--- config.mk ---
export PLATFORM = sky130hd
export DESIGN_NAME = axi_read_slave_flat
export DESIGN_NICKNAME = d
export VERILOG_FILES = /design/src/rtl/axi_read_pkg.sv /design/src/rtl/axi_read_slave_if.sv /design/src/rtl/axi_ar_queue.sv /design/src/rtl/axi_read_slave.sv /design/src/flat_wrapper.sv
export SDC_FILE = /design/constraint.sdc
export NUM_CORES = 2
export LEC_CHECK = 0
export CORE_MARGIN = 3
export CORE_UTILIZATION = 33
export CTS_CLUSTER_DIAMETER = 80
export DETAILED_ROUTE_END_ITERATION = 8
export PLACE_DENSITY_LB_ADDON = 0.1
export SLEW_MARGIN = 5
export SYNTH_ARGS = -nofsm -noshare
export SYNTH_HDL_FRONTEND = slang
export SYNTH_HIERARCHICAL = 1
export SYNTH_SLANG_ARGS = --single-unit
--- constraint.sdc ---
create_clock -name ACLK -period 4.2 [get_ports ACLK]
set_input_delay 0.63 -clock ACLK [delete_from_list [all_inputs] [get_ports ACLK]]
set_output_delay 0.63 -clock ACLK [all_outputs]
set_load 0.01 [all_outputs]
--- src/rtl/axi_read_pkg.sv ---
// Shared AXI read-path definitions: burst/response codes, slave FSM states and the
// packed AR entry layout used by both the slave request queue and master-side packing.
package axi_read_pkg;

    localparam logic [1:0] BURST_FIXED = 2'b00;
    localparam logic [1:0] BURST_INCR  = 2'b01;
    localparam logic [1:0] BURST_WRAP  = 2'b10;

    localparam logic [1:0] RESP_OKAY   = 2'b00;
    localparam logic [1:0] RESP_SLVERR = 2'b10;

    typedef enum logic [1:0] {
        ST_IDLE  = 2'd0,
        ST_LOAD  = 2'd1,
        ST_BURST = 2'd2
    } rd_state_t;

    // Fixed-width AR control fields; an entry is {id, addr, ar_ctl_t} from MSB to LSB.
    typedef struct packed {
        logic [3:0] len;
        logic [1:0] size;
        logic [1:0] burst;
        logic [1:0] lock;
        logic [3:0] cache;
        logic [2:0] prot;
    } ar_ctl_t;

    localparam int unsigned AR_CTL_W    = $bits(ar_ctl_t);
    localparam int unsigned AR_CTL_LSB  = 0;
    localparam int unsigned AR_ADDR_LSB = AR_CTL_LSB + AR_CTL_W;

    function automatic int unsigned ar_id_lsb(input int unsigned addr_w);
        return AR_ADDR_LSB + addr_w;
    endfunction

    function automatic int unsigned ar_entry_w(input int unsigned addr_w, input int unsigned id_w);
        return ar_id_lsb(addr_w) + id_w;
    endfunction

    // Beats wider than the 32-bit word are not supported; size 3 collapses to 4 bytes.
    function automatic logic [1:0] eff_size(input logic [1:0] size);
        return (size == 2'd3) ? 2'd2 : size;
    endfunction

endpackage

--- src/rtl/axi_read_slave_if.sv ---
// AXI read address/data channel bundle between a read master and the read slave.
interface axi_read_slave_if #(
    parameter int unsigned BusWidth = 32,
    parameter int unsigned tagbits  = 1
);
    logic [tagbits-1:0]  ARID;
    logic [BusWidth-1:0] ARADDR;
    logic [3:0]          ARLEN;
    logic [1:0]          ARSIZE;
    logic [1:0]          ARBURST;
    logic [1:0]          ARLOCK;
    logic [3:0]          ARCACHE;
    logic [2:0]          ARPROT;
    logic                ARVALID;
    logic                ARREADY;

    logic [tagbits-1:0]  RID;
    logic [BusWidth-1:0] RDATA;
    logic [1:0]          RRESP;
    logic                RLAST;
    logic                RVALID;
    logic                RREADY;

    modport master (
        output ARID, ARADDR, ARLEN, ARSIZE, ARBURST, ARLOCK, ARCACHE, ARPROT, ARVALID, RREADY,
        input  ARREADY, RID, RDATA, RRESP, RLAST, RVALID
    );

    modport slave (
        input  ARID, ARADDR, ARLEN, ARSIZE, ARBURST, ARLOCK, ARCACHE, ARPROT, ARVALID, RREADY,
        output ARREADY, RID, RDATA, RRESP, RLAST, RVALID
    );
endinterface

--- src/rtl/axi_ar_queue.sv ---
// Synchronous FIFO for packed AR entries with registered full/empty flags and occupancy.
module axi_ar_queue #(
    parameter int unsigned Width = 49,
    parameter int unsigned Depth = 2
) (
    input  logic                     clk,
    input  logic                     rst,
    input  logic                     push,
    input  logic [Width-1:0]         din,
    input  logic                     pop,
    output logic [Width-1:0]         head_c,
    output logic                     full,
    output logic                     empty,
    output logic [$clog2(Depth):0]   count
);
    localparam int unsigned PtrW = $clog2(Depth);
    localparam int unsigned CntW = PtrW + 1;

    logic [Width-1:0] mem [Depth];
    logic [PtrW-1:0]  wr_ptr;
    logic [PtrW-1:0]  rd_ptr;
    logic             push_ok;
    logic             pop_ok;
    logic [CntW-1:0]  count_nxt;

    assign push_ok   = push && !full;
    assign pop_ok    = pop && !empty;
    assign count_nxt = count + CntW'(push_ok) - CntW'(pop_ok);
    assign head_c    = mem[rd_ptr];

    // Entry storage needs no reset; validity is tracked by count.
    always_ff @(posedge clk) begin
        if (push_ok) begin
            mem[wr_ptr] <= din;
        end
    end

    always_ff @(posedge clk) begin
        if (rst) begin
            wr_ptr <= '0;
            rd_ptr <= '0;
            count  <= '0;
            full   <= 1'b0;
            empty  <= 1'b1;
        end else begin
            if (push_ok) wr_ptr <= wr_ptr + PtrW'(1);
            if (pop_ok)  rd_ptr <= rd_ptr + PtrW'(1);
            count <= count_nxt;
            full  <= (count_nxt == CntW'(Depth));
            empty <= (count_nxt == '0);
        end
    end
endmodule

--- src/rtl/axi_read_slave.sv ---
// AXI read slave: queues AR requests and serves them in order as R bursts from a preloadable memory.
// Optional RSLV_ERR_RESP_EN: out-of-range beats return SLVERR with zero data instead of aliasing.
module axi_read_slave
    import axi_read_pkg::*;
#(
    parameter int unsigned BusWidth   = 32,
    parameter int unsigned tagbits    = 1,
    parameter int unsigned MemDepth   = 64,
    parameter int unsigned QueueDepth = 2
) (
    input  logic                        ACLK,
    input  logic                        ARESET,
    axi_read_slave_if.slave             bus,
    input  logic                        mem_we,
    input  logic [$clog2(MemDepth)-1:0] mem_waddr,
    input  logic [BusWidth-1:0]         mem_wdata
);
    localparam int unsigned IdxW   = $clog2(MemDepth);
    localparam int unsigned EntryW = ar_entry_w(BusWidth, tagbits);
    localparam int unsigned IdLsb  = ar_id_lsb(BusWidth);

    logic [BusWidth-1:0] mem [MemDepth];

    ar_ctl_t                 ar_ctl_c;
    logic [EntryW-1:0]       entry_c;
    logic [EntryW-1:0]       head_c;
    ar_ctl_t                 head_ctl;
    logic [BusWidth-1:0]     head_addr;
    logic [tagbits-1:0]      head_id;
    logic                    q_full;
    logic                    q_empty;
    logic [$clog2(QueueDepth):0] q_count;
    logic                    q_push_c;
    logic                    q_pop_c;

    rd_state_t               state;
    logic [BusWidth-1:0]     addr_q;
    logic [3:0]              beats_q;
    logic [3:0]              cur_len;
    logic [1:0]              cur_size;
    logic [1:0]              cur_burst;
    logic                    rvalid_q;
    logic                    rlast_q;
    logic [tagbits-1:0]      rid_q;
    logic [BusWidth-1:0]     rdata_q;
    logic [1:0]              rresp_q;

    logic [BusWidth-1:0]     step_c;
    logic [BusWidth-1:0]     span_c;
    logic                    wrap_ok_c;
    logic [BusWidth-1:0]     nxt_addr_c;
    logic [BusWidth-1:0]     beat_addr_c;
    logic [IdxW-1:0]         beat_idx_c;
    logic [BusWidth-1:0]     beat_data_c;
    logic [1:0]              beat_resp_c;
    logic                    unused_bits;

    always_ff @(posedge ACLK) begin
        if (mem_we) begin
            mem[mem_waddr] <= mem_wdata;
        end
    end

    assign ar_ctl_c = '{len: bus.ARLEN, size: bus.ARSIZE, burst: bus.ARBURST,
                        lock: bus.ARLOCK, cache: bus.ARCACHE, prot: bus.ARPROT};
    assign entry_c  = {bus.ARID, bus.ARADDR, ar_ctl_c};
    assign q_push_c = bus.ARVALID && !q_full;
    assign q_pop_c  = (state == ST_LOAD);

    axi_ar_queue #(
        .Width (EntryW),
        .Depth (QueueDepth)
    ) u_ar_queue (
        .clk    (ACLK),
        .rst    (ARESET),
        .push   (q_push_c),
        .din    (entry_c),
        .pop    (q_pop_c),
        .head_c (head_c),
        .full   (q_full),
        .empty  (q_empty),
        .count  (q_count)
    );

    assign head_ctl  = ar_ctl_t'(head_c[AR_CTL_LSB +: AR_CTL_W]);
    assign head_addr = head_c[AR_ADDR_LSB +: BusWidth];
    assign head_id   = head_c[IdLsb +: tagbits];

    // Address of the beat after the current one, per burst type.
    always_comb begin
        step_c     = BusWidth'(1) << cur_size;
        span_c     = BusWidth'({1'b0, cur_len} + 5'd1) << cur_size;
        wrap_ok_c  = (cur_burst == BURST_WRAP) &&
                     ((cur_len == 4'd1) || (cur_len == 4'd3) ||
                      (cur_len == 4'd7) || (cur_len == 4'd15));
        nxt_addr_c = addr_q + step_c;
        if (cur_burst == BURST_FIXED) begin
            nxt_addr_c = addr_q;
        end else if (wrap_ok_c) begin
            nxt_addr_c = (addr_q & ~(span_c - BusWidth'(1))) |
                         ((addr_q + step_c) & (span_c - BusWidth'(1)));
        end
    end

    // Data/response for the beat about to be presented (first beat in LOAD, next beat otherwise).
    always_comb begin
        beat_addr_c = (state == ST_LOAD) ? head_addr : nxt_addr_c;
        beat_idx_c  = beat_addr_c[IdxW+1:2];
        beat_data_c = mem[beat_idx_c];
        beat_resp_c = RESP_OKAY;
`ifdef RSLV_ERR_RESP_EN
        if ((beat_addr_c >> (IdxW + 2)) != '0) begin
            beat_data_c = '0;
            beat_resp_c = RESP_SLVERR;
        end
`endif
    end

    always_ff @(posedge ACLK) begin
        if (ARESET) begin
            state     <= ST_IDLE;
            addr_q    <= '0;
            beats_q   <= '0;
            cur_len   <= '0;
            cur_size  <= '0;
            cur_burst <= BURST_FIXED;
            rvalid_q  <= 1'b0;
            rlast_q   <= 1'b0;
            rid_q     <= '0;
            rdata_q   <= '0;
            rresp_q   <= RESP_OKAY;
        end else begin
            unique case (state)
                ST_IDLE: begin
                    if (!q_empty) state <= ST_LOAD;
                end
                ST_LOAD: begin
                    addr_q    <= head_addr;
                    beats_q   <= head_ctl.len;
                    cur_len   <= head_ctl.len;
                    cur_size  <= eff_size(head_ctl.size);
                    cur_burst <= head_ctl.burst;
                    rid_q     <= head_id;
                    rvalid_q  <= 1'b1;
                    rlast_q   <= (head_ctl.len == 4'd0);
                    rdata_q   <= beat_data_c;
                    rresp_q   <= beat_resp_c;
                    state     <= ST_BURST;
                end
                ST_BURST: begin
                    if (bus.RREADY) begin
                        if (beats_q == 4'd0) begin
                            rvalid_q <= 1'b0;
                            rlast_q  <= 1'b0;
                            state    <= q_empty ? ST_IDLE : ST_LOAD;
                        end else begin
                            addr_q  <= nxt_addr_c;
                            beats_q <= beats_q - 4'd1;
                            rlast_q <= (beats_q == 4'd1);
                            rdata_q <= beat_data_c;
                            rresp_q <= beat_resp_c;
                        end
                    end
                end
                default: state <= ST_IDLE;
            endcase
        end
    end

    assign bus.ARREADY = !q_full;
    assign bus.RVALID  = rvalid_q;
    assign bus.RLAST   = rlast_q;
    assign bus.RID     = rid_q;
    assign bus.RDATA   = rdata_q;
    assign bus.RRESP   = rresp_q;

    // Queued-but-ignored AR attributes and upper address bits are intentionally unused.
    assign unused_bits = ^{head_ctl.lock, head_ctl.cache, head_ctl.prot, q_count, beat_addr_c};
endmodule
--- src/flat_wrapper.sv ---
// flat-port wrapper written by rule: the top's interface ports become plain ports
module axi_read_slave_flat import axi_read_pkg::*;
#(
    parameter int unsigned BusWidth   = 32,
    parameter int unsigned tagbits    = 1,
    parameter int unsigned MemDepth   = 64,
    parameter int unsigned QueueDepth = 2
)
  (ACLK, ARESET, mem_we, mem_waddr, mem_wdata, bus_ARID, bus_ARADDR, bus_ARLEN, bus_ARSIZE, bus_ARBURST, bus_ARLOCK, bus_ARCACHE, bus_ARPROT, bus_ARVALID, bus_RREADY, bus_ARREADY, bus_RID, bus_RDATA, bus_RRESP, bus_RLAST, bus_RVALID);
  axi_read_slave_if #(.BusWidth(BusWidth), .tagbits(tagbits)) bus_i ();
  input  logic ACLK;
  input  logic ARESET;
  input  logic mem_we;
  input  logic [$clog2(MemDepth)-1:0] mem_waddr;
  input  logic [BusWidth-1:0] mem_wdata;
  input wire logic [$bits(bus_i.ARID)-1:0] bus_ARID;
  input wire logic [$bits(bus_i.ARADDR)-1:0] bus_ARADDR;
  input wire logic [$bits(bus_i.ARLEN)-1:0] bus_ARLEN;
  input wire logic [$bits(bus_i.ARSIZE)-1:0] bus_ARSIZE;
  input wire logic [$bits(bus_i.ARBURST)-1:0] bus_ARBURST;
  input wire logic [$bits(bus_i.ARLOCK)-1:0] bus_ARLOCK;
  input wire logic [$bits(bus_i.ARCACHE)-1:0] bus_ARCACHE;
  input wire logic [$bits(bus_i.ARPROT)-1:0] bus_ARPROT;
  input wire logic [$bits(bus_i.ARVALID)-1:0] bus_ARVALID;
  input wire logic [$bits(bus_i.RREADY)-1:0] bus_RREADY;
  output wire logic [$bits(bus_i.ARREADY)-1:0] bus_ARREADY;
  output wire logic [$bits(bus_i.RID)-1:0] bus_RID;
  output wire logic [$bits(bus_i.RDATA)-1:0] bus_RDATA;
  output wire logic [$bits(bus_i.RRESP)-1:0] bus_RRESP;
  output wire logic [$bits(bus_i.RLAST)-1:0] bus_RLAST;
  output wire logic [$bits(bus_i.RVALID)-1:0] bus_RVALID;
  assign bus_i.ARID = bus_ARID;
  assign bus_i.ARADDR = bus_ARADDR;
  assign bus_i.ARLEN = bus_ARLEN;
  assign bus_i.ARSIZE = bus_ARSIZE;
  assign bus_i.ARBURST = bus_ARBURST;
  assign bus_i.ARLOCK = bus_ARLOCK;
  assign bus_i.ARCACHE = bus_ARCACHE;
  assign bus_i.ARPROT = bus_ARPROT;
  assign bus_i.ARVALID = bus_ARVALID;
  assign bus_i.RREADY = bus_RREADY;
  assign bus_ARREADY = bus_i.ARREADY;
  assign bus_RID = bus_i.RID;
  assign bus_RDATA = bus_i.RDATA;
  assign bus_RRESP = bus_i.RRESP;
  assign bus_RLAST = bus_i.RLAST;
  assign bus_RVALID = bus_i.RVALID;
  axi_read_slave #(.BusWidth(BusWidth), .tagbits(tagbits), .MemDepth(MemDepth), .QueueDepth(QueueDepth)) u_core (.ACLK(ACLK), .ARESET(ARESET), .bus(bus_i), .mem_we(mem_we), .mem_waddr(mem_waddr), .mem_wdata(mem_wdata));
endmodule
==> metrics list <==
* Starting density of the core: 33.3%
* RSZ-0062 raised after global routing: true
- Clk pin slew, worst setup/hold paths: 0.06 ns
* Cell Rows: 186
- Final HPWL DP: 156,000 um
- The critical path is of the flip-flop to flip-flop type.
- The H-tree was split into 4 levels.
- Compared with the post-synthesis result, the final layout area differs by 20.6%.
* Number of nets in the layout: 5,958
- Final Util: 40.2%
- After layout, the design draws a total of 0.0619 W.
- Worst Path Max Fanout: 7
- The initial antenna violation count was 14.
- Die ar.: 266,000 um2
- Portion of total power attributed to the clock network: 31.4%
- Clk sinks: 2,146
- For the finished layout, the period the worst path requires is 4.11 ns.
- After synthesis the cells add up to 85,800 um2.
- The Yosys step of the flow raised 6 warnings.
* WL/cell: 28.5 um
* Net Switching: 0.0190 W
- Counting every instance in the synthesized netlist gives 5,357.
- Tcrit/Tclk final: 97.9%
- STA classifies the critical path startpoint as a flip-flop.
- The via count of the first global-routing pass came to 48,214.
* # IOs: 131
- The share of total power dissipated in combinational logic is 29.7%.
* Number of max-slew violations in the final report: 0
* Total via count in the routed design: 49,278
- Final hold slack: 0.171 ns
- Setup violations remaining at the end of the flow were counted as 0.
- Number of routed nets with antenna violations: 0
- Aggregate global-route resource usage: 19.6%
- The number of hold violations in the final report was 0.
* Maximum vdd ir drop: 460 uV
- Type of the most critical hold path: primary input to flip-flop
* Share of layout cells above drive strength 1: 20.6%
- Arrival time worst endpoint: 4.88 ns
* Pwr Density: 598 nW/um2
- The final layout contains routed wiring with a total length of 269,000 um.
- Averaged over all synthesized cells, the footprint is 16.0 um2.
- Clock skew on the completed layout was measured at 0.0754 ns.
* Endpoint class of the critical path: flip-flop
* Clock root buffer master: sky130_fd_sc_hd__clkbuf_16
* Worst slack after detailed placement: -0.127 ns
- The floorplan step defined a core boundary enclosing 258,000 um2.
- Net switching fraction of the power: 30.6%
- In the post-route analysis, the smallest setup slack over all paths is 0.0884 ns.
- Port buffering added 95 buffers.
- TritonCTS buffer count: 228
- Overall die width: 516 um
* Internal Pwr Total: 0.0430 W
* Static power due to leakage: 33.9 nW
* Maximum number of pins on one net before global-route repair: 65
* Flop pwr share: 38.9%
- Drc violations: 0
- The total overflow left after global routing is 0.
* DRT Pass-1 Iters: 5
* # Max-Cap Violations: 0
- Placed cell count: 8,967
* Number of violations reported at the end of detailed-routing iteration 0: 4,190
- Die height: 516 um
* Final cell count without fillers: 9,436
- The flow ran to the end, and the final reports show no timing, DRC or antenna violations.
* First-pass GRT wire length: 374,000 um
- Worst-skew pair later-pin latency: 0.87 ns
* Slew of the pin with the lowest slew margin: 1.18 ns
- Mean number of vias per cell: 5.22
* Max Freq: 243 MHz
- Routability-driven placement finished with a final weighted congestion of 0.774.
* TritonCTS clock tree: yes
- Bufs on Longest Clock Path: 3
* Worst slew margin: 21.6%
- Required time at the worst-slack endpoint: 4.97 ns
-- layout by cell type (no fill, tap or decap), types with 62 or more instances in the layout --
master,instances
sky130_fd_sc_hd__o21ai_0,132
sky130_fd_sc_hd__mux2i_1,574
sky130_fd_sc_hd__o211ai_1,67
sky130_fd_sc_hd__nor2_1,74
sky130_fd_sc_hd__edfxtp_1,2082
sky130_fd_sc_hd__buf_4,329
sky130_fd_sc_hd__clkbuf_1,67
sky130_fd_sc_hd__mux4_2,94
sky130_fd_sc_hd__nand2_1,798
sky130_fd_sc_hd__dfxtp_1,63
sky130_fd_sc_hd__nand3_1,68
sky130_fd_sc_hd__and3_1,347
sky130_fd_sc_hd__clkbuf_16,243
sky130_fd_sc_hd__mux2_2,109
sky130_fd_sc_hd__nor2_4,64
sky130_fd_sc_hd__clkdlybuf4s50_1,62
sky130_fd_sc_hd__buf_12,140
-- final cells by class --
class | count | area [um2]
diodes | 3 | 7.51
clock buffers | 307 | 6170
clock inverters | 118 | 993
fillers | 23557 | 154000
inverters | 11 | 41.3
multi-input cells | 2860 | 21400
flip-flops and latches | 2146 | 63800
well taps | 3384 | 4230
repair buffers | 607 | 6920
-- timing repair --
item	CTS	global route
endpoints found under the setup margin	31	32
buffers inserted	5	25
resized for setup	6	105
hold endpoints to repair	7	0
hold buffers	1	0
pin swaps	1	24
cloned	0	12
-- power groups by stage --
stage	clock network [W]	logic [W]	registers (W)
final	0.0194	0.0184	0.0241
after global routing	0.0208	0.0196	0.0241
after CTS	0.0199	0.0174	0.0241
after detailed placement	0	0.0173	0.0246
after global placement	0	0.0173	0.0246
after floorplan	0	0.00960	0.0245
-- per-stage QoR --
stage               cell area [um2]  TNS, ns
detailed placement            95200    -1.61
CTS                          103000        0
global placement              95200    -1.64
finish                       104000        0
global route                 104000   -0.261
floorplan                     85800        0
-- layer usage --
layer,routed length (um),vias up,GRT usage [%]
li1,-,21847,-
met2,128000,1207,31.8
met5,13,-,0
met3,11800,289,2.51
met4,5120,2,3.99
met1,125000,25933,28.4
-- worst max-delay path: stages, from the launching register on --
cell and delay (ns):
sky130_fd_sc_hd__dfxtp_2 0.33, sky130_fd_sc_hd__inv_1 0.04, sky130_fd_sc_hd__ha_1 0.29, sky130_fd_sc_hd__mux2_2 0.28, sky130_fd_sc_hd__or2_4 0.24, sky130_fd_sc_hd__ha_4 0.17
sky130_fd_sc_hd__inv_1 0.07, sky130_fd_sc_hd__nand4_1 0.20, sky130_fd_sc_hd__a31o_2 0.29, sky130_fd_sc_hd__a22oi_2 0.23, sky130_fd_sc_hd__buf_12 0.18, sky130_fd_sc_hd__buf_16 0.17
sky130_fd_sc_hd__buf_16 0.18, sky130_fd_sc_hd__buf_12 0.12, sky130_fd_sc_hd__mux4_2 0.54, sky130_fd_sc_hd__a311oi_1 0.31, sky130_fd_sc_hd__o211ai_1 0.16, sky130_fd_sc_hd__nor3_2 0.16
-- path summary, 6_finish.rpt --
check	cells after the start	end	slack (ns)	startpoint
hold / removal	1	u_core/mem[17][6]$_DFFE_PP_	0.17	mem_wdata[6]
hold reg to reg	2	u_core/beats_q[1]$_SDFFE_PP0P_	0.47	u_core/beats_q[1]$_SDFFE_PP0P_
setup / recovery	17	u_core/bus.RDATA[6]$_SDFFE_PP0P_	0.09	u_core/cur_len[1]$_SDFFE_PP0P_
setup reg to reg	17	u_core/bus.RDATA[6]$_SDFFE_PP0P_	0.09	u_core/cur_len[1]$_SDFFE_PP0P_
-- flip-flops by register name (all words and copies together) (netlist names), 2 cells and up, named ones only --
register                 flops
u_core/mem                2048
u_core/u_ar_queue/mem       34
u_core/bus.RDATA            32
u_core/addr_q                6
u_core/beats_q               4
u_core/cur_len               4
u_core/cur_burst             2
u_core/cur_size              2
u_core/state                 2
u_core/u_ar_queue/count      2
Power figures use the tool's default switching activity.
